`src/rtl/lfsr_gen.sv`:
```
// Parametrised Fibonacci LFSR with run-time seed load, zero-state recovery and wrap detection.
// Optional period-measurement counter enabled by defining LFSR_GEN_PERIOD_CNT_EN.
module lfsr_gen #(
   parameter int               WIDTH = 8,
   parameter logic [WIDTH-1:0] TAPS  = 8'h1D,
   parameter int               STEPS = 1,
   parameter logic [WIDTH-1:0] SEED  = {{(WIDTH-1){1'b0}}, 1'b1}
) (
   input  logic             clk,
   input  logic             reset,
   input  logic             en,
   input  logic             load,
   input  logic [WIDTH-1:0] seed_in,
   output logic [WIDTH-1:0] lfsr_out,
   output logic             wrap,
   output logic             lockup
`ifdef LFSR_GEN_PERIOD_CNT_EN
   ,
   output logic [WIDTH:0]   period_out,
   output logic             period_valid
`endif
);

   logic [WIDTH-1:0] state_q, state_d;
   logic [WIDTH-1:0] seed_q, seed_d;
   logic             wrap_q, wrap_d;
   logic             lockup_q, lockup_d;
   logic [WIDTH-1:0] adv;
   logic [WIDTH-1:0] seed_fix;
   logic             adv_go;

   function automatic logic [WIDTH-1:0] lfsr_step(input logic [WIDTH-1:0] s);
      return {^(s & TAPS), s[WIDTH-1:1]};
   endfunction

   // STEPS single shifts chained combinationally
   always_comb begin
      adv = state_q;
      for (int i = 0; i < STEPS; i++) begin
         adv = lfsr_step(adv);
      end
   end

   assign seed_fix = (seed_in == '0) ? SEED : seed_in;

   always_comb begin
      state_d  = state_q;
      seed_d   = seed_q;
      wrap_d   = 1'b0;
      lockup_d = 1'b0;
      adv_go   = 1'b0;
      if (load) begin
         state_d = seed_fix;
         seed_d  = seed_fix;
      end else if (state_q == '0) begin
         state_d  = SEED;
         lockup_d = 1'b1;
      end else if (en) begin
         state_d = adv;
         wrap_d  = (adv == seed_q);
         adv_go  = 1'b1;
      end
   end

   always_ff @(posedge clk or negedge reset) begin
      if (!reset) begin
         state_q  <= SEED;
         seed_q   <= SEED;
         wrap_q   <= 1'b0;
         lockup_q <= 1'b0;
      end else begin
         state_q  <= state_d;
         seed_q   <= seed_d;
         wrap_q   <= wrap_d;
         lockup_q <= lockup_d;
      end
   end

   assign lfsr_out = state_q;
   assign wrap     = wrap_q;
   assign lockup   = lockup_q;

`ifdef LFSR_GEN_PERIOD_CNT_EN
   logic [WIDTH:0] cnt_q, cnt_d;
   logic [WIDTH:0] period_q, period_d;
   logic           pvalid_q, pvalid_d;

   // Counter tracks advances since the last wrap/load/recovery; saturates rather than rolling over
   always_comb begin
      cnt_d    = cnt_q;
      period_d = period_q;
      pvalid_d = 1'b0;
      if (load || lockup_d) begin
         cnt_d = '0;
      end else if (adv_go) begin
         if (wrap_d) begin
            period_d = cnt_q + 1'b1;
            pvalid_d = 1'b1;
            cnt_d    = '0;
         end else if (cnt_q != '1) begin
            cnt_d = cnt_q + 1'b1;
         end
      end
   end

   always_ff @(posedge clk or negedge reset) begin
      if (!reset) begin
         cnt_q    <= '0;
         period_q <= '0;
         pvalid_q <= 1'b0;
      end else begin
         cnt_q    <= cnt_d;
         period_q <= period_d;
         pvalid_q <= pvalid_d;
      end
   end

   assign period_out   = period_q;
   assign period_valid = pvalid_q;
`endif

endmodule
```
`config.mk`:
```
export PLATFORM = sky130hd
export DESIGN_NAME = lfsr_gen
export DESIGN_NICKNAME = d
export VERILOG_FILES = /design/src/rtl/lfsr_gen.sv
export SDC_FILE = /design/constraint.sdc
export NUM_CORES = 1
export LEC_CHECK = 0
export CAP_MARGIN = 30
export CORE_MARGIN = 5
export CORE_UTILIZATION = 43
export DETAILED_ROUTE_END_ITERATION = 12
export PLACE_DENSITY = 0.82
export SLEW_MARGIN = 20
export SYNTH_ARGS = -nofsm -noshare
export SYNTH_HDL_FRONTEND = slang
export SYNTH_SLANG_ARGS = --single-unit
```
`constraint.sdc`:
```
create_clock -name clk -period 2.4 [get_ports clk]
set_clock_uncertainty 0.15 [all_clocks]
set_input_delay 0.48 -clock clk [delete_from_list [all_inputs] [get_ports clk]]
set_output_delay 0.48 -clock clk [all_outputs]
set_load 0.05 [all_outputs]
```
==> impl_metrics.ini <==
[finish]
diodes = 0
instances_no_fill = 142
num-fill-cells = 163
nets = 128
syn_to_final_growth_pct = 29.2
drive_gt1_share_pct = 17.5

[critical_path]
cp_data_required_time_ns = 1.77
r2r_slack_ns = 0.43
worstReg2RegEnd = lfsr_out[6]
worstSetupPathType = reg2out
reg2reg_depth = 5
path_cells = clkdlybuf4s50_1
cp.arrival_ns = 1.67
r2r_start = lfsr_out[3]
worst-path-buf-inv = 1
path_max_fanout = 4
crit_family = buffers and inverters
startpoint_type = flop
cpPeakStageDelay_ns = 0.81
end_kind = primary output
cp_slowest_cell = clkdlybuf4s50_1

[sta]
rsz0062_at_grt = false
hold_viol = 0
setup_viol = 0
finalCriticalPeriod_ns = 2.30
report.final.slew_viol_count = 0
worst_pin_slew_ns = 0.522
relSlewSlack_pct = 65.1
fin_crit_sh_pct = 95.8
tns_ns = 0
max_freq_mhz = 435

[clock_network]
root_buffer = clkbuf_4
h-tree-depth = 1
numClockSinks = 18
cts-hold-fix-buffers = 0
numCtsBuffers = 3
clk_pin_slew_ns = 0.11
ctsLongestPathBuffers = 2
cts_resized = 0
clk_latency_ns = 0.30
post-cts-setup-buffer-count = 0
cts_tree = built

[yosys]
synth_cell_type_count = 27
ys_top_cells_by_area = dfrtp_1 (41%), xnor2_1 (7.2%), mux2_4 (6.2%)
synth-edff-count = 0
yosysSeqAreaShare_pct = 46.8
synth_flop_cell = dfrtp_1
synth_nets = 102
syn_inst = 89
synth.yosys.warnings = 0
mappedNetlistArea_um2 = 968
syn_area_per_cell_um2 = 10.9
synth.most_common_cell = dfrtp_1
yosysTopAreaCell = dfrtp_1
async_flop_share_pct = 100
synth_top_area_share_pct = 41.3
synthTopCellsByCount = dfrtp_1 (16), inv_1 (13), o21ai_0 (10)
synth_seq_cells = 18

[outcome]
outcome = complete, no violations

[grt]
gr-total-overflow = 0
track_usage_pct = 14.3
grt_max_degree = 26
antenna_found_initial = 0
first_global_vias = 756
grt_first_pass_wirelength_mm = 3.62

[detailed_routing]
drt_iter0_drc = 14
met2WireLength_mm = 1.11
drt-total-wl_mm = 2.12
wl_per_cell_um = 14.9
first_pass_iters = 4
m1WireLength_um = 840
drtAntennaViolNets = 0
routed.top_layer = met4
met3_length_um = 134
num_vias = 746
via_per_inst = 5.25
drc = 0

[power_and_ir_drop]
power_density_nw_per_um2 = 667
pwr-share-comb_pct = 36.1
p_clk_share_pct = 18.9
internal_power_w = 0.000539
switching_share_pct = 35.4
p_sw_w = 0.000295
peakVddDrop_mv = 0.339
leakage_nw = 0.541
seqPwrFrac_pct = 45.0

[placement]
dpl.hpwl_mm = 1.66
io_buffers = 21
place_congestion = 0.757
place_inst = 138

[worst_hold_path]
hp-class = in2async

[floorplanning]
rows = 17
die_w_um = 57.5
initial_core_util_pct = 44.2
die_area_um2 = 3300
ioPinCount = 22
die_y_um = 57.5
core_area_um2 = 2190

[flow_run]
max-cap-violations = 0
## flip-flops by register name, indices dropped and copies added, names as in the netlist
signal and cells:
lfsr_out 8, lockup 1, seed_q 8, wrap 1
## how the worst max path moves through the flow
stage / from / end / slack [ns] / cells after the start
2_1_floorplan: lfsr_out[2] / lfsr_out[3] / 0.18 / 5
3_3_place_gp: en / lfsr_out[3] / 0.29 / 3
3_5_place_dp: en / lfsr_out[6] / 0.28 / 3
4_1_cts: lfsr_out[0] / lfsr_out[0] / 0.09 / 1
5_1_grt: lfsr_out[0] / lfsr_out[0] / 0.04 / 1
6_report: lfsr_out[0] / lfsr_out[0] / 0.10 / 1
## metal layers
layer / global-route usage (%) / vias to the layer above
li1: - / 357
met1: 17.6 / 362
met2: 23.7 / 23
met3: 3.17 / 4
met4: 6.29 / 0
met5: 0 / -
## kinds of logic after synthesis
kind of cell / share of synthesized area (%)
AOI/OAI and AO/OA: 15.8
xor gates and xnor gates: 9.56
adders and majority gates: 1.29
buffers and inverters: 6.20
DFF: 46.8
muxes: 8.40
and+or+nand+nor: 12.0
## cell usage in the layout (no fill, tap or decap), types with 2 or more instances in the layout
cell type and n:
inv_1 13, clkdlybuf4s50_1 21, a22oi_1 2, nor2_1 3, a21oi_1 3, buf_4 3
dfstp_2 2, nand2_1 7, nand4_1 2, o21ai_0 10, mux2_4 4, clkbuf_4 3
a221o_2 2, xnor2_1 8, dfrtp_1 16
## metrics by stage
step	power [W]	instance area [µm²]	hold WS, ns	setup WS [ns]	util, %
2_1_floorplan	0.000582	968	0.0344	0.180	-
3_3_place_gp	0.000678	1220	0.335	0.293	55.9
3_5_place_dp	0.000684	1220	0.350	0.277	55.9
4_1_cts	0.000839	1250	0.355	0.0893	57.1
5_1_grt	0.000878	1250	0.369	0.0391	57.1
6_report	0.000835	1250	0.341	0.102	57.1
## power groups by stage
stage,Combinational (W),Sequential [W],Clock (W)
after floorplan,0.000133,0.000448,0
after global placement,0.000297,0.000381,0
after detailed placement,0.000302,0.000382,0
after CTS,0.000304,0.000377,0.000158
after global routing,0.000323,0.000382,0.000172
final,0.000301,0.000376,0.000158
## final cells by class
class / instances / area [µm²] / area share (%)
multi-input cells: 55 / 455 / 36.4
flip-flops and latches: 18 / 453 / 36.2
repair buffers: 24 / 233 / 18.6
inverters: 13 / 48.8 / 3.90
well taps: 28 / 35.0 / 2.80
clock buffers: 4 / 26.3 / 2.10
No activity file was read; power rests on OpenSTA's default activity.
